**src/rtl/regfile_wr_arbiter.sv**
```systemverilog
// rtl/regfile_wr_arbiter.sv - round-robin write-port arbiter and pending-write scoreboard
// Two writeback sources share one registered register-file write port; busy bits track in-flight writes.
module regfile_wr_arbiter #(
    parameter int DATA_W = 8
) (
    input  logic              clk,
    input  logic              reset,
    input  logic              a_valid,
    input  logic [3:0]        a_reg,
    input  logic [DATA_W-1:0] a_data,
    output logic              a_ready,
    input  logic              b_valid,
    input  logic [3:0]        b_reg,
    input  logic [DATA_W-1:0] b_data,
    output logic              b_ready,
    output logic              wr_en,
    output logic [3:0]        wr_reg,
    output logic [DATA_W-1:0] wr_data,
    input  logic              issue_valid,
    input  logic [3:0]        issue_reg,
    output logic              issue_ready,
    input  logic [3:0]        q0_reg,
    input  logic [3:0]        q1_reg,
    output logic              q0_hazard,
    output logic              q1_hazard,
    output logic [7:0]        busy,
    output logic [3:0]        pending
);

    // Register-name encoding: 1..8 name r0..r7, everything else is NONE.
    function automatic logic is_real(input logic [3:0] code);
        return (code != 4'd0) && (code <= 4'd8);
    endfunction

    function automatic logic [2:0] reg_idx(input logic [3:0] code);
        return 3'(code - 4'd1);
    endfunction

    logic              wr_en_q, wr_en_d;
    logic [3:0]        wr_reg_q, wr_reg_d;
    logic [DATA_W-1:0] wr_data_q, wr_data_d;
    logic [7:0]        busy_q, busy_d;
    logic [3:0]        pending_q, pending_d;
    logic              last_q, last_d;

    logic a_real, b_real, issue_real;
    logic grant_a, grant_b;
    logic [7:0] clr_mask, set_mask;

    always_comb begin
        a_real     = a_valid & is_real(a_reg);
        b_real     = b_valid & is_real(b_reg);
        issue_real = is_real(issue_reg);

        // last_q=1 means B won the previous contest, so A takes the next one.
        grant_a = ~reset & a_real & (~b_real | last_q);
        grant_b = ~reset & b_real & (~a_real | ~last_q);

        a_ready     = ~reset & (~a_real | grant_a);
        b_ready     = ~reset & (~b_real | grant_b);
        issue_ready = ~reset & (~issue_real | ~busy_q[reg_idx(issue_reg)]);

        clr_mask = 8'd0;
        if (grant_a) clr_mask[reg_idx(a_reg)] = 1'b1;
        if (grant_b) clr_mask[reg_idx(b_reg)] = 1'b1;
        set_mask = 8'd0;
        if (issue_valid & issue_real & issue_ready) set_mask[reg_idx(issue_reg)] = 1'b1;
        busy_d = (busy_q & ~clr_mask) | set_mask;

        pending_d = 4'd0;
        for (int i = 0; i < 8; i++) begin
            pending_d = pending_d + {3'd0, busy_d[i]};
        end

        wr_en_d   = grant_a | grant_b;
        wr_reg_d  = 4'd0;
        wr_data_d = wr_data_q;
        if (grant_a) begin
            wr_reg_d  = a_reg;
            wr_data_d = a_data;
        end else if (grant_b) begin
            wr_reg_d  = b_reg;
            wr_data_d = b_data;
        end

        last_d = (a_real & b_real) ? grant_b : last_q;
    end

    always_ff @(posedge clk) begin
        if (reset) begin
            wr_en_q   <= 1'b0;
            wr_reg_q  <= 4'd0;
            wr_data_q <= '0;
            busy_q    <= 8'd0;
            pending_q <= 4'd0;
            last_q    <= 1'b1;
        end else begin
            wr_en_q   <= wr_en_d;
            wr_reg_q  <= wr_reg_d;
            wr_data_q <= wr_data_d;
            busy_q    <= busy_d;
            pending_q <= pending_d;
            last_q    <= last_d;
        end
    end

    // The wr_en term keeps readers stalled through the cycle the register file is written.
    assign q0_hazard = is_real(q0_reg) & (busy_q[reg_idx(q0_reg)] | (wr_en_q & (wr_reg_q == q0_reg)));
    assign q1_hazard = is_real(q1_reg) & (busy_q[reg_idx(q1_reg)] | (wr_en_q & (wr_reg_q == q1_reg)));

    assign wr_en   = wr_en_q;
    assign wr_reg  = wr_reg_q;
    assign wr_data = wr_data_q;
    assign busy    = busy_q;
    assign pending = pending_q;

endmodule

```
**config.mk**
```make
export PLATFORM = sky130hd
export DESIGN_NAME = regfile_wr_arbiter
export DESIGN_NICKNAME = d
export VERILOG_FILES = /design/src/rtl/regfile_wr_arbiter.sv
export SDC_FILE = /design/constraint.sdc
export NUM_CORES = 1
export LEC_CHECK = 0
export CORE_ASPECT_RATIO = 0.6
export CORE_UTILIZATION = 46
export DETAILED_ROUTE_END_ITERATION = 8
export PLACE_DENSITY = 0.81
export SYNTH_ARGS = -nofsm -noshare
export SYNTH_HDL_FRONTEND = slang
export SYNTH_SLANG_ARGS = --single-unit
```
**constraint.sdc**
```tcl
create_clock -name clk -period 6.5 [get_ports clk]
set_input_delay 0.65 -clock clk [delete_from_list [all_inputs] [get_ports clk]]
set_output_delay 0.65 -clock clk [all_outputs]
set_load 0.005 [all_outputs]
```
==> flow_summary_export.csv, run 1 <==
group,metric,value,unit
critical_path,reg2reg_depth,15,
placed_design,hpwl,4.325,mm
cts,root_buffer,"clkbuf_8",
cts,cts_setup_buffers,0,
global_routing,grt_pass1_wl,8.631,mm
placed_design,place.gp.congestion,0.8830,
pwr,p_sw,121.2,µW
critical_path,r2r_slack,2.50,ns
cts,ctsHoldBuffers,0,
cts,insertion_delay,0.27,ns
route,drc,0,
cells_and_area,final_common_cell,"clkdlybuf4s50_1",
critical_path,required,6.64,ns
global_routing,grt_pass1_vias,1778,
route,drt_first_iter_violations,157,
global_routing,grt-ovfl-total,0,
pwr,clkPwrFrac,25.9,%
min_path,hold_end,"wr_data[0]$_SDFFE_PP0P_",
floorplan,start_util,48.72,%
placed_design,place_area,2790,µm²
floorplan,rows,18,
critical_path,crit_path_end_kind,"flip-flop",
pwr,internal_power,292.9,µW
run_status,status,"finished, final reports clean",
floorplan,die_h,53.59,µm
logic_synthesis,synth_cells,231,
route,antenna_left,0,
route,firstDrtPassIters,4,
route,totalWireLength,5.447,mm
min_path,hold_start,"wr_data[0]$_SDFFE_PP0P_",
floorplan,core,4189,µm²
cts,htreeDepth,1,
pwr,leakage,0.001049,µW
min_path,hold_depth,2,
sta,worst_pin_slew,0.7635,ns
global_routing,antenna_found_initial,0,
pwr,pwr-share-comb,31.7,%
sta,rsz0062_at_grt,"false",
run,max-cap-violations,0,
logic_synthesis,async_flop_share,0,%
sta,hold_viol,0,
sta,relSlewSlack,48.94,%
sta,finalCriticalPeriod,5.428,ns
pwr,vdd_drop_max,0.07010,mV
floorplan,fp.dieW,87.99,µm
route,via_count,2003,
cells_and_area,antenna_cells,0,
placed_design,port-buffer-count,70,
cells_and_area,syn_to_final_growth,39.42,%
critical_path,r2r_start,"busy[0]$_SDFF_PP0_",
route,drt-vias-per-instance,5.579,
logic_synthesis,yosysTopAreaCellShare,25.51,%
sta,setup_viol_count_final,0,
min_path,hp-class,"reg2reg",
logic_synthesis,synth_flop_cell,"dfxtp_1",
cts,clock-sinks,26,
critical_path,cp-start-kind,"input pin",
logic_synthesis,yosys_warnings,0,
critical_path,crit_arrival,5.57,ns
logic_synthesis,netlist_area,2041,µm²
floorplan,io_pins,71,
cells_and_area,fin_util,67.92,%
cts,cts_buffers,3,
logic_synthesis,synth_seq_area_share,25.51,%
floorplan,die_area,4715,µm²
logic_synthesis,synth-edff-count,0,
cells_and_area,nFillCells,366,
global_routing,grt_max_degree,22,
critical_path,r2r-end,"pending[2]$_SDFF_PP0_",
sta,skew,0.001919,ns
pwr,power_density,145.6,nW/µm²
logic_synthesis,avgSynthCellArea,8.834,µm²
cells_and_area,final_cell_mix,"clkdlybuf4s50_1 (70), dfxtp_1 (26), nand2_1 (22), inv_1 (17), nor2_1 (17)",
cells_and_area,nNetsFinal,355,
logic_synthesis,synth_top_area_cell,"dfxtp_1",
cts,cts_resized,0,
cts,clockBufferDepth,2,
cts,path_clk_slew,0.09,ns
logic_synthesis,synth-seq-cells,26,
sta,setup-tns-final,0,ns
logic_synthesis,synth_area_leaders,"dfxtp_1 (26%), ha_1 (6.1%), mux4_2 (4.4%), xor2_1 (4.3%), nand2_1 (4.0%)",
sta,fmaxAchievable,184.2,MHz
logic_synthesis,synth_nets,286,
cells_and_area,final_layout_size_suffix_gt1_share,7.358,%
cts,cts_tree,"done",
pwr,swShare,29.27,%
global_routing,grtUsageTotal,24.09,%
route,wl_per_cell,15.17,µm
logic_synthesis,ys_types,47,
critical_path,criticalPathCategory,"in2reg",
cells_and_area,finish.instance_area,2845,µm²
critical_path,path_max_fanout,11,
sta,maxSlewViolCount,0,
pwr,power_frac_seq,42.4,%
sta,period_share,83.50,%
worst max-delay path by stage:
stage | from | end | slack, ns | depth (start not counted)
after detailed placement | b_reg[0] | pending[2]$_SDFF_PP0_ | 0.84 | 18
after global routing | b_reg[0] | pending[2]$_SDFF_PP0_ | 0.77 | 18
after global placement | b_reg[0] | pending[2]$_SDFF_PP0_ | 1.00 | 18
after floorplan | b_reg[0] | pending[2]$_SDFF_PP0_ | 1.75 | 18
after CTS | b_reg[0] | pending[2]$_SDFF_PP0_ | 1.08 | 18
final | b_reg[0] | pending[2]$_SDFF_PP0_ | 1.07 | 18
cells by family (layout without fill, tap and decap cells):
kind of cell             after synthesis  in the layout  synth area share [%]
buffers and inverters                 28             96                 6.069
flip-flops                            26             26                 25.51
AND/OR/NAND/NOR                       73             73                 17.53
XOR/XNOR                              19             19                 8.155
multiplexers                          13             13                 9.565
AO/OA/AOI/OAI                         58             58                 23.12
adder cells (fa/ha/maj)               14             14                 10.06
synth_stat cells, drive strengths merged (2+ instances only):
| cell type | instances |
|---|---|
| nor4 | 2 |
| a211oi | 3 |
| nor2 | 17 |
| o32ai | 5 |
| buf | 6 |
| a311oi | 8 |
| fa | 4 |
| o41ai | 2 |
| and2 | 2 |
| a31oi | 2 |
| o21ai | 5 |
| inv | 18 |
| nand2 | 22 |
| a22o | 2 |
| o22ai | 6 |
| o22a | 2 |
| nand3 | 7 |
| a211o | 2 |
| xor2 | 10 |
| nor3b | 2 |
| dfxtp | 26 |
| xnor2 | 9 |
| mux4 | 4 |
| a21oi | 6 |
| nor3 | 6 |
| mux2i | 7 |
| clkbuf | 4 |
| o31a | 2 |
| nor2b | 4 |
| ha | 10 |
| mux2 | 2 |
| o211ai | 11 |
| nand2b | 5 |
| or3 | 4 |
routing by layer:
| metal | wire (µm) | global-route usage (%) |
|---|---|---|
| met5 | 0 | 0 |
| met4 | 31 | 3.279 |
| met3 | 502 | 5.828 |
| met2 | 2279 | 36.30 |
| met1 | 2634 | 35.64 |
through the flow:
| stage | total power, µW | instances | hold WS [ns] | setup slack, ns |
|---|---|---|---|---|
| detailed placement | 309.3 | 355 | 0.4738 | 0.8445 |
| CTS | 413.3 | 359 | 0.4859 | 1.077 |
| global placement | 307.2 | 355 | 0.4668 | 1.004 |
| finish | 414.1 | 359 | 0.4861 | 1.072 |
| global route | 434.8 | 359 | 0.5130 | 0.7672 |
| floorplan | 247.4 | 231 | 0.4712 | 1.754 |
worst max-delay path, cell delays in order:
cell and delay (ns):
clkdlybuf4s50_1 0.49, inv_1 0.24, ha_1 0.26, nor2b_1 0.16
mux2_2 0.46, a211o_1 0.39, o211ai_1 0.27, o21ai_1 0.14
fa_1 0.56, inv_1 0.06, fa_1 0.50, fa_1 0.50
inv_1 0.07, ha_1 0.15, inv_1 0.05, fa_1 0.37
xor2_1 0.18, nor2_1 0.06
power by group through the flow:
stage	Combinational (µW)	Sequential (µW)	Clock, µW
6_report	131	176	107
5_1_grt	144	177	114
4_1_cts	132	176	106
3_5_place_dp	130	179	0
3_3_place_gp	128	179	0
2_1_floorplan	70.0	177	0
area by class of cell:
type | instances | area [µm²] | share of cell area [%]
timing repair buffer | 74 | 730.7 | 25.68
inverter | 18 | 67.56 | 2.375
sequential | 26 | 520.5 | 18.29
clock buffer | 4 | 55.05 | 1.935
multi-input combinational | 177 | 1396 | 49.08
tap | 60 | 75.07 | 2.639
Power figures use the tool's default switching activity.
==> run 2: changes to the inputs <==
==> constraint.sdc (replaced) <==
create_clock -name clk -period 5.05 [get_ports clk]
set_input_delay 0.505 -clock clk [delete_from_list [all_inputs] [get_ports clk]]
set_output_delay 0.505 -clock clk [all_outputs]
set_load 0.005 [all_outputs]
==> flow_summary_export.csv, run 2 (same netlist as run 1, synthesis figures left out) <==
group,metric,value,unit
run_status,status,"finished, final reports clean",
floorplan,rows,18,
placed_design,port-buffer-count,70,
pwr,p_total,539.4,µW
cts,cts_resized,0,
cells_and_area,syn_to_final_growth,43.47,%
critical_path,crit_arrival,4.93,ns
floorplan,die_area,4715,µm²
critical_path,r2r-end,"pending[2]$_SDFF_PP0_",
critical_path,cp-start-kind,"input pin",
cts,htreeDepth,1,
pwr,leakage,0.001101,µW
cells_and_area,final_common_cell,"clkdlybuf4s50_1",
route,via_count,2066,
cts,root_buffer,"clkbuf_8",
critical_path,r2r_slack,1.09,ns
critical_path,r2r_start,"busy[0]$_SDFF_PP0_",
route,drt_first_iter_violations,154,
global_routing,grt_pass1_wl,8.956,mm
cells_and_area,final_layout_size_suffix_gt1_share,10.65,%
min_path,hp-class,"reg2reg",
sta,relSlewSlack,65.22,%
cells_and_area,fin_util,69.89,%
cells_and_area,antenna_cells,0,
critical_path,path_max_fanout,6,
cells_and_area,nFillCells,347,
pwr,internal_power,384.0,µW
pwr,pwr-share-comb,33.5,%
critical_path,required,5.22,ns
sta,rsz0062_at_grt,"false",
route,drt-vias-per-instance,5.584,
floorplan,die_h,53.59,µm
global_routing,grt_max_degree,22,
sta,skew,0.003944,ns
min_path,hold_depth,2,
cts,insertion_delay,0.27,ns
cts,clockBufferDepth,2,
cts,cts_tree,"done",
global_routing,antenna_found_initial,0,
pwr,power_frac_seq,41.9,%
pwr,p_sw,155.4,µW
global_routing,grt_pass1_vias,1849,
route,totalWireLength,5.778,mm
global_routing,grt-ovfl-total,0,
run,max-cap-violations,0,
cts,ctsHoldBuffers,0,
sta,finalCriticalPeriod,4.765,ns
sta,worst_pin_slew,0.5210,ns
sta,maxSlewViolCount,0,
sta,fmaxAchievable,209.9,MHz
floorplan,io_pins,71,
min_path,hold_end,"wr_data[4]$_SDFFE_PP0P_",
sta,setup_viol_count_final,0,
critical_path,crit_path_end_kind,"flip-flop",
cts,cts_setup_buffers,0,
floorplan,fp.dieW,87.99,µm
floorplan,core,4189,µm²
sta,hold_viol,0,
placed_design,place.gp.congestion,0.9287,
cells_and_area,final_cell_mix,"clkdlybuf4s50_1 (70), dfxtp_1 (26), nand2_1 (22), inv_1 (17), nor2_1 (17)",
cts,cts_buffers,3,
route,drc,0,
route,firstDrtPassIters,4,
sta,period_share,94.36,%
route,wl_per_cell,15.62,µm
cells_and_area,nNetsFinal,366,
pwr,clkPwrFrac,24.6,%
pwr,vdd_drop_max,0.1244,mV
placed_design,hpwl,4.663,mm
floorplan,start_util,48.72,%
cts,path_clk_slew,0.09,ns
critical_path,criticalPathCategory,"in2reg",
pwr,swShare,28.81,%
min_path,hold_start,"wr_data[4]$_SDFFE_PP0P_",
sta,setup-tns-final,0,ns
cts,clock-sinks,26,
global_routing,grtUsageTotal,25.47,%
critical_path,reg2reg_depth,15,
pwr,power_density,184.2,nW/µm²
route,antenna_left,0,
run 2: layer usage:
metal,vias up,GRT usage [%],wire length (µm)
met5,-,0,0
met4,0,2.186,12
met3,2,7.669,555
met2,98,37.98,2404
met1,966,37.46,2805
li1,1000,-,-
run 2: cell type report:
cell class | instances | area (µm²) | area share [%]
clock buffer | 4 | 55.05 | 1.880
inverter | 18 | 67.56 | 2.308
multi-input combinational | 177 | 1396 | 47.69
sequential | 26 | 520.5 | 17.78
tap | 60 | 75.07 | 2.564
timing repair buffer | 85 | 813.3 | 27.78
run 2: how the worst max path moves through the flow:
stage	startpoint	endpoint	slack, ns	cells after the start
after floorplan	b_reg[0]	pending[2]$_SDFF_PP0_	0.45	18
after global placement	b_reg[0]	pending[2]$_SDFF_PP0_	0.15	18
after detailed placement	a_reg[0]	pending[2]$_SDFF_PP0_	0.04	18
after CTS	b_reg[0]	pending[2]$_SDFF_PP0_	0.31	18
after global routing	b_reg[0]	pending[2]$_SDFF_PP0_	0.002	18
final	a_reg[0]	pending[2]$_SDFF_PP0_	0.29	18
run 2: critical path, stage by stage:
cell and delay (ns):
clkdlybuf4s50_1 0.49, inv_1 0.08, ha_1 0.37, or3b_2 0.49
nor2_1 0.13, o211ai_1 0.12, o211ai_1 0.16, o21ai_1 0.14
fa_1 0.52, inv_1 0.06, fa_1 0.50, fa_1 0.48
inv_1 0.07, ha_1 0.16, inv_1 0.05, fa_1 0.38
xor2_1 0.17, nor2_1 0.06
run 2: through the flow:
step	worst slack [ns]	cell area, µm²	std cells	hold slack, ns
after floorplan	0.4487	2041	231	0.4712
after global placement	0.1509	2873	366	0.4671
after global routing	0.002332	2928	370	0.5121
after detailed placement	0.04277	2873	366	0.4788
final	0.2851	2928	370	0.4863
after CTS	0.3143	2928	370	0.4915
run 2: power groups by stage:
stage	Clock, µW	Combinational, µW	Sequential, µW
finish	133	181	226
CTS	134	180	226
global route	146	198	227
detailed placement	0	179	230
global placement	0	175	230
floorplan	0	90.1	228
